==> config.mk <==
export PLATFORM = sky130hd
export DESIGN_NAME = apb_master_ctrl
export DESIGN_NICKNAME = d
export VERILOG_FILES = /design/src/rtl/usrt_pkg.sv /design/src/rtl/apb_wait_timer.sv /design/src/rtl/apb_master_ctrl.sv
export SDC_FILE = /design/constraint.sdc
export NUM_CORES = 1
export LEC_CHECK = 0
export CORE_MARGIN = 4
export CORE_UTILIZATION = 45
export DETAILED_ROUTE_END_ITERATION = 10
export PLACE_DENSITY = 0.92
export SLEW_MARGIN = 5
export SYNTH_ARGS = -nofsm -noshare
export SYNTH_HDL_FRONTEND = slang
export SYNTH_SLANG_ARGS = --single-unit
==> constraint.sdc <==
create_clock -name pClk -period 2.6 [get_ports pClk]
set_input_delay 0.26 -clock pClk [delete_from_list [all_inputs] [get_ports pClk]]
set_output_delay 0.26 -clock pClk [all_outputs]
set_load 0.01 [all_outputs]
==> src/rtl/usrt_pkg.sv <==
// Shared definitions for the APB link into the USRT peripheral.
// Holds the master FSM state encoding and the default bus widths used on both sides.
package usrt_pkg;

    localparam int USRT_ADDR_W = 33;
    localparam int USRT_DATA_W = 8;

    typedef enum logic [1:0] {
        IDLE   = 2'd0,
        SETUP  = 2'd1,
        ACCESS = 2'd2
    } apbState_t;

endpackage

==> src/rtl/apb_wait_timer.sv <==
// Saturating ACCESS wait-state counter with a timeout flag.
// Latency: timeout is combinational, valid in the cycle that would be the TIMEOUT-th wait.
// Backpressure: none; clr has priority over en, and timeout is tied low when TIMEOUT = 0.
module apb_wait_timer #(
    parameter int TIMEOUT = 16
) (
    input  logic pClk,
    input  logic pReset,
    input  logic clr,
    input  logic en,
    output logic timeout
);

    localparam int CW = (TIMEOUT > 0) ? $clog2(TIMEOUT + 1) : 1;
    localparam logic [CW-1:0] SAT_VAL  = CW'(TIMEOUT);
    localparam logic [CW-1:0] LAST_VAL = CW'((TIMEOUT > 0) ? TIMEOUT - 1 : 0);

    logic [CW-1:0] waitCnt;

    always_ff @(posedge pClk or negedge pReset) begin
        if (!pReset) begin
            waitCnt <= '0;
        end else if (clr) begin
            waitCnt <= '0;
        end else if (en && (waitCnt != SAT_VAL)) begin
            waitCnt <= waitCnt + CW'(1);
        end
    end

    // en marks a wait cycle in progress, so this cycle is the TIMEOUT-th one
    assign timeout = (TIMEOUT > 0) && en && (waitCnt >= LAST_VAL);

endmodule

==> src/rtl/apb_master_ctrl.sv <==
// APB initiator: single valid/ready command in, SETUP/ACCESS sequence out, one response back.
// Latency: 3 cycles accept-to-rsp_valid with no wait states, +1 per wait state.
// Backpressure: cmd_ready only in IDLE; rsp_valid is a one-cycle strobe with no backpressure.
module apb_master_ctrl
    import usrt_pkg::*;
#(
    parameter int ADDR_W  = USRT_ADDR_W,
    parameter int DATA_W  = USRT_DATA_W,
    parameter int TIMEOUT = 16
) (
    input  logic              pClk,
    input  logic              pReset,
    input  logic              cmd_valid,
    output logic              cmd_ready,
    input  logic              cmd_write,
    input  logic [ADDR_W-1:0] cmd_addr,
    input  logic [DATA_W-1:0] cmd_wdata,
    output logic              rsp_valid,
    output logic [DATA_W-1:0] rsp_rdata,
    output logic              rsp_err,
    output logic              pSelect,
    output logic              pEnable,
    output logic              pWrite,
    output logic [ADDR_W-1:0] pAddress,
    output logic [DATA_W-1:0] pWData,
    input  logic [DATA_W-1:0] pRData,
    input  logic              pReady
);

    apbState_t state;
    apbState_t nextState;
    logic      accept;
    logic      done;
    logic      abort;
    logic      waitEn;
    logic      timeout;

    assign cmd_ready = (state == IDLE);
    assign waitEn    = (state == ACCESS) && !pReady;

    apb_wait_timer #(
        .TIMEOUT (TIMEOUT)
    ) u_wait_timer (
        .pClk    (pClk),
        .pReset  (pReset),
        .clr     (accept),
        .en      (waitEn),
        .timeout (timeout)
    );

    always_ff @(posedge pClk or negedge pReset) begin
        if (!pReset) begin
            state <= IDLE;
        end else begin
            state <= nextState;
        end
    end

    // pReady is tested before timeout so a late ready still completes cleanly
    always_comb begin
        nextState = state;
        accept    = 1'b0;
        done      = 1'b0;
        abort     = 1'b0;
        case (state)
            IDLE: begin
                if (cmd_valid) begin
                    accept    = 1'b1;
                    nextState = SETUP;
                end
            end
            SETUP: nextState = ACCESS;
            ACCESS: begin
                if (pReady) begin
                    done      = 1'b1;
                    nextState = IDLE;
                end else if (timeout) begin
                    abort     = 1'b1;
                    nextState = IDLE;
                end
            end
            default: nextState = IDLE;
        endcase
    end

    // The APB output registers double as the command latch.
    always_ff @(posedge pClk or negedge pReset) begin
        if (!pReset) begin
            pSelect   <= 1'b0;
            pEnable   <= 1'b0;
            pWrite    <= 1'b0;
            pAddress  <= '0;
            pWData    <= '0;
            rsp_valid <= 1'b0;
            rsp_err   <= 1'b0;
            rsp_rdata <= '0;
        end else begin
            rsp_valid <= 1'b0;
            if (accept) begin
                pSelect  <= 1'b1;
                pWrite   <= cmd_write;
                pAddress <= cmd_addr;
                pWData   <= cmd_write ? cmd_wdata : '0;
            end
            if (state == SETUP) begin
                pEnable <= 1'b1;
            end
            if (done || abort) begin
                pSelect   <= 1'b0;
                pEnable   <= 1'b0;
                pWrite    <= 1'b0;
                pAddress  <= '0;
                pWData    <= '0;
                rsp_valid <= 1'b1;
                rsp_err   <= abort;
                rsp_rdata <= (done && !pWrite) ? pRData : '0;
            end
        end
    end

endmodule

==> results of run 1 <==
-- cell type report --
class,count,area [sq um]
Fill cell,488,2046
Clock buffer,11,151.4
Tap cell,77,96.34
Timing Repair Buffer,123,1191
Clock inverter,4,47.55
Multi-Input combinational cell,210,1297
Sequential cell,61,1526
Inverter,8,30.03
-- worst max-delay path by stage --
stage	startpoint	endpoint	slack [ns]	cells past startpoint
after detailed placement	cmd_valid	pAddress[15]	0.49	5
final	state[1]	cmd_ready	0.37	2
after CTS	state[1]	cmd_ready	0.36	2
after floorplan	u_wait_timer.waitCnt[0]	pEnable	0.58	8
after global routing	state[1]	cmd_ready	0.22	2
after global placement	cmd_valid	u_wait_timer.waitCnt[1]	0.57	5
-- report_power, final --
group / switching (mW) / leakage, nW / total (mW) / internal (mW)
sequential: 0.451 / 0.776 / 1.81 / 1.36
clock: 0.363 / 0.101 / 0.849 / 0.486
combinational: 1.03 / 0.916 / 2.18 / 1.14
total: 1.85 / 1.79 / 4.84 / 2.99
-- state kept, by name, summed over array words and instances (netlist names) --
signal and count:
rsp_valid 1, pSelect 1, pEnable 1, pWrite 1
pWData 8, u_wait_timer.waitCnt 5, rsp_rdata 8, pAddress 33
rsp_err 1, state 2
-- logic make-up after synthesis --
kind of cell / after synthesis
simple gates: 136
fa+ha+maj: 3
compound gates: 69
buf+inv: 38
flops: 61
mux: 2
-- per-layer routing --
layer / routed length [um] / global-route usage (%) / share of wire [%]
met3: 739 / 7.005 / 8.4
met1: 3599 / 30.27 / 41
met5: 0 / 0 / 0
met4: 200 / 8.525 / 2.3
met2: 4302 / 36.57 / 49
-- what timing repair did --
| action | in CTS | in global routing |
|---|---|---|
| resized for setup | 0 | 0 |
| hold buffers | 1 | 0 |
| setup endpoints to repair | 0 | 0 |
| endpoints found under the hold margin | 18 | 0 |
-- cells in the final DEF (no fill, tap or decap), types with 2 or more instances in the layout --
master             n
nor2_1             8
nand3_1           35
a32oi_1           33
ha_1               3
a21oi_1            4
nor3b_1            2
a22o_1             8
dfrtp_1           61
nor4bb_1           2
nand4_1           36
buf_4             14
clkdlybuf4s50_1  107
nand2_1           44
clkinv_2           2
clkbuf_8          11
a22oi_1            7
o21ai_0           11
inv_1              7
-- critical path, cell delays in order, from the launching register on --
cell	delay, ns
dfrtp_1	0.59
nor2_1	0.43
clkdlybuf4s50_1	0.62
-- through the flow --
step / cell area, sq um / hold slack [ns]
floorplan: 2963 / -0.03559
global placement: 4131 / 0.2242
finish: 4340 / 0.4096
global route: 4340 / 0.4402
detailed placement: 4131 / 0.2356
CTS: 4340 / 0.4194
==> metrics.cfg, run 1 <==
[outcome]
status=completed

[hold_path]
hold_path_class=in -> async

[yosys]
synthAdderAreaFrac_pct=1.267
synthArstFlopShare_pct=100.0
yosys_warnings=0
yosysMostFrequentCell=dfrtp_1
synth_area_leaders=dfrtp_1 (52%), a32oi_1 (9.8%), nand4_1 (7.6%)
synth_compound_area_share_pct=17.99
synth-xor-area-share_pct=0
synth.distinct_cells=35
syn_avg_cell_area_sq_um=9.588
synth_top_area_share_pct=51.52
synth.largest_area_cell=dfrtp_1
synth_top_family_by_area=simple AND/OR/NAND/NOR gates
synth-seq-cells=61
ys.flop_type=dfrtp_1
synth_nets=366
syn_inst=309
synth_top_cells_by_count=dfrtp_1 (61), nand2_1 (44), nand4_1 (36)
synth_simple_gate_area_share_pct=23.44
synth_edf_count=0
muxShareOfSynthArea_pct=0.7179
synth.yosys.seq_area_share_pct=51.52
syn_area_sq_mm=0.002963

[floorplan]
std_cell_rows=29
io_pins=109
die_area_sq_mm=0.007946
start_util_pct=46.39
coreArea_sq_mm=0.006386
die_x_um=89.14
die_y_um=89.14

[detailed_routing]
drc=0
dr_total_vias=3014
vias_per_cell=6.101
firstDrtPassIters=4
drt-total-wl_um=8842
wire_per_inst_um=17.90
ant_nets=0
drt_iter0_markers=202

[placement]
io_buffers=108
post-place-ws_ns=0.4869
place.gp.congestion=0.8682
post-dp-hpwl_um=6225
numPlacedInstances=478

[sta]
finalHoldViolCount=0
max_clock_freq_mhz=447.8
rsz0062_at_grt=false
drv_slew=0
setup-violations-final=0
skew_ns=0.007602
finalWorstSetupSlack_ns=0.3670
maxSlewHeadroom_pct=33.65
fin_crit_ns=2.233
worst_pin_slew_ns=0.9931
tns_ns=0
fin_crit_sh_pct=85.88

[finish]
drive_gt1_share_pct=8.633
diodes=0
area_delta_synth_final_pct=46.49
final_cells=494
layout.nets=470
utilization_pct=67.97

[pwr]
totalPowerFinal_mw=4.841
cellPowerDensity_mw_per_mm2=1115
irDropWorstVdd_v=0.0006791
power.leakage_nw=1.793

[setup_path]
r2r_slack_ns=0.45
crit_required_ns=2.34
crit_type=reg -> out
cp_data_arrival_time_ns=1.97
end_kind=output port
reg2reg_to=pSelect
reg2reg_from=u_wait_timer.waitCnt[0]
crit_fanout=18
reg2reg_depth=8
crit_path_start_kind=flop

[clock_tree]
clock_sinks=61
cts-buffers-inserted=9
clk_pin_slew_ns=0.07
cts_max_level=3
cts-root-buf=clkbuf_8
cts_setup_buffers=0
clockBufferDepth=2
cts_tree=built
clock_latency_ns=0.34

[global_route]
grt_max_degree=35
grt_util_all_layers_pct=23.18
grt_first_pass_wirelength_um=14250
grt_antenna_before_repair=0
gr-total-overflow=0
grt_pass1_vias=2952

[run]
drv_cap=0

Power figures use the tool's default switching activity.
==> inputs of run 2 (changes only) <==
--- a/config.mk
+++ b/config.mk
@@ -5,6 +5,7 @@
 export SDC_FILE = /design/constraint.sdc
 export NUM_CORES = 1
 export LEC_CHECK = 0
+export CORE_ASPECT_RATIO = 0.7
 export CORE_MARGIN = 4
 export CORE_UTILIZATION = 45
 export DETAILED_ROUTE_END_ITERATION = 10
==> run 2 against run 1 <==
Largest cell class unchanged. Register-to-register slack gained 0.02 ns. Fmax grew 4.7%. Clock power grew 6.2%. Non-clock buffer count shrank 1. First-iteration DRC count grew 70%. Combinational power is essentially flat. Clock-buffer cell count is the same. Clock skew grew 0.0039 ns. Via count grew 1.6%. Sequential share of layout area shrank 0.092 points. Sequential power is essentially flat.
==> metrics.cfg, run 2 (synthesis results as in run 1) <==
[finish]
final_cells=495
mostFrequentLayoutCell=clkdlybuf4s50_1
diodes=0
largestRegisters=pAddress (33), pWData (8), rsp_rdata (8)
postLayoutCellArea_sq_mm=0.004355
layout_common_cells=clkdlybuf4s50_1 (107), dfrtp_1 (60), nand2_1 (44)
layout.nets=469
largest-register=pAddress
area_delta_synth_final_pct=47.00
largest_reg_flops=33
utilization_pct=69.07
drive_gt1_share_pct=8.393

[setup_path]
crit_chain=nor2_1 > clkdlybuf4s50_1
r2r_slack_ns=0.47
crit_type=reg -> out
critPathSlowestCell=clkdlybuf4s50_1
reg2reg_depth=7
crit_required_ns=2.34
crit_fanout=18
end_kind=output port
cp_num_buf_inv=1
reg2reg_from=u_wait_timer.waitCnt[0]
slowest_delay_ns=0.62
cp_data_arrival_time_ns=1.87
crit_path_start_kind=flop
critPathTopFamily=buffers and inverters
reg2reg_to=pWData[2]

[outcome]
status=completed

[global_route]
grt_pass1_vias=2972
grt_antenna_before_repair=0
grtUsageMet3_pct=7.282
use_met2_pct=38.02
met1_usage_pct=31.18
grt_first_pass_wirelength_um=14900
busiest_layer=met2
grt_max_degree=33
grt_util_all_layers_pct=23.55
gr-total-overflow=0

[clock_tree]
postCtsHoldBufs=1
clock_sinks=61
clockBufferDepth=2
clock_latency_ns=0.34
cts-buffers-inserted=9
clk_pin_slew_ns=0.07
cts_setup_buffers=0
cts-root-buf=clkbuf_8
post_cts_resized=0
cts_tree=built
cts_max_level=3

[floorplan]
std_cell_rows=24
die_area_sq_mm=0.007967
die_y_um=75.89
io_pins=109
start_util_pct=46.98
die_x_um=105.0
coreArea_sq_mm=0.006306

[sta]
tns_ns=0
fin_crit_ns=2.133
maxSlewHeadroom_pct=33.47
finalHoldViolCount=0
timing.hold.ws_ns=0.5179
skew_ns=0.01153
rsz0062_at_grt=false
setup-violations-final=0
drv_slew=0
max_clock_freq_mhz=468.8
finalWorstSetupSlack_ns=0.4670
worst_pin_slew_ns=0.9968
fin_crit_sh_pct=82.04

[placement]
place.gp.congestion=0.8536
io_buffers=108
numPlacedInstances=478
dpl_cell_area_sq_mm=0.004139
post-dp-hpwl_um=6315
post-place-ws_ns=0.4954

[detailed_routing]
drt-total-wl_um=9285
dr_total_vias=3062
drc=0
wire_per_inst_um=18.76
ant_nets=0
firstDrtPassIters=5
drt_iter0_markers=343
vias_per_cell=6.186

[pwr]
power.leakage_nw=1.798
totalPowerFinal_mw=4.927
cellPowerDensity_mw_per_mm2=1131
irDropWorstVdd_v=0.0006922

[hold_path]
hold_path_class=in -> async

[run]
drv_cap=0

[run 2: cell count changes in the layout (fill, tap and decap cells not counted)]
cell	delta
buf_12	+1
buf_4	-2
dfrtp_2	+1
bufinv_16	+1
clkinv_2	+1
clkinvlp_4	-1
clkbuf_1	+2
clkbuf_8	-2
dfrtp_1	-1
[run 2: area by class of cell]
cell class                      count  area [sq um]
Clock buffer                       11         131.4
Clock inverter                      5         75.07
Fill cell                         484          1951
Inverter                            8         30.03
Multi-Input combinational cell    210          1297
Sequential cell                    61          1528
Tap cell                           78         97.59
Timing Repair Buffer              122          1196
[run 2: worst max-delay path by stage]
| stage | start | to | depth (start not counted) |
|---|---|---|---|
| 2_1_floorplan | u_wait_timer.waitCnt[0] | pEnable | 8 |
| 3_3_place_gp | cmd_valid | u_wait_timer.waitCnt[1] | 5 |
| 6_report | state[1] | cmd_ready | 2 |
| 4_1_cts | u_wait_timer.waitCnt[0] | pWData[2] | 7 |
| 3_5_place_dp | u_wait_timer.waitCnt[0] | pWData[2] | 7 |
| 5_1_grt | u_wait_timer.waitCnt[0] | pWrite | 7 |
[run 2: where the power goes]
part           internal [mW]  total (mW)  switching [mW]
logic                   1.15        2.20            1.06
clock network          0.535       0.902           0.367
registers               1.37        1.82           0.455
[run 2: routing by layer]
metal | part of all wire [%] | routed length [um] | vias up
met2 | 48 | 4430 | 168
li1 | - | - | 1385
met1 | 43 | 3949 | 1492
met3 | 8.7 | 808 | 17
met4 | 1.0 | 96 | 0
met5 | 0 | 0 | -
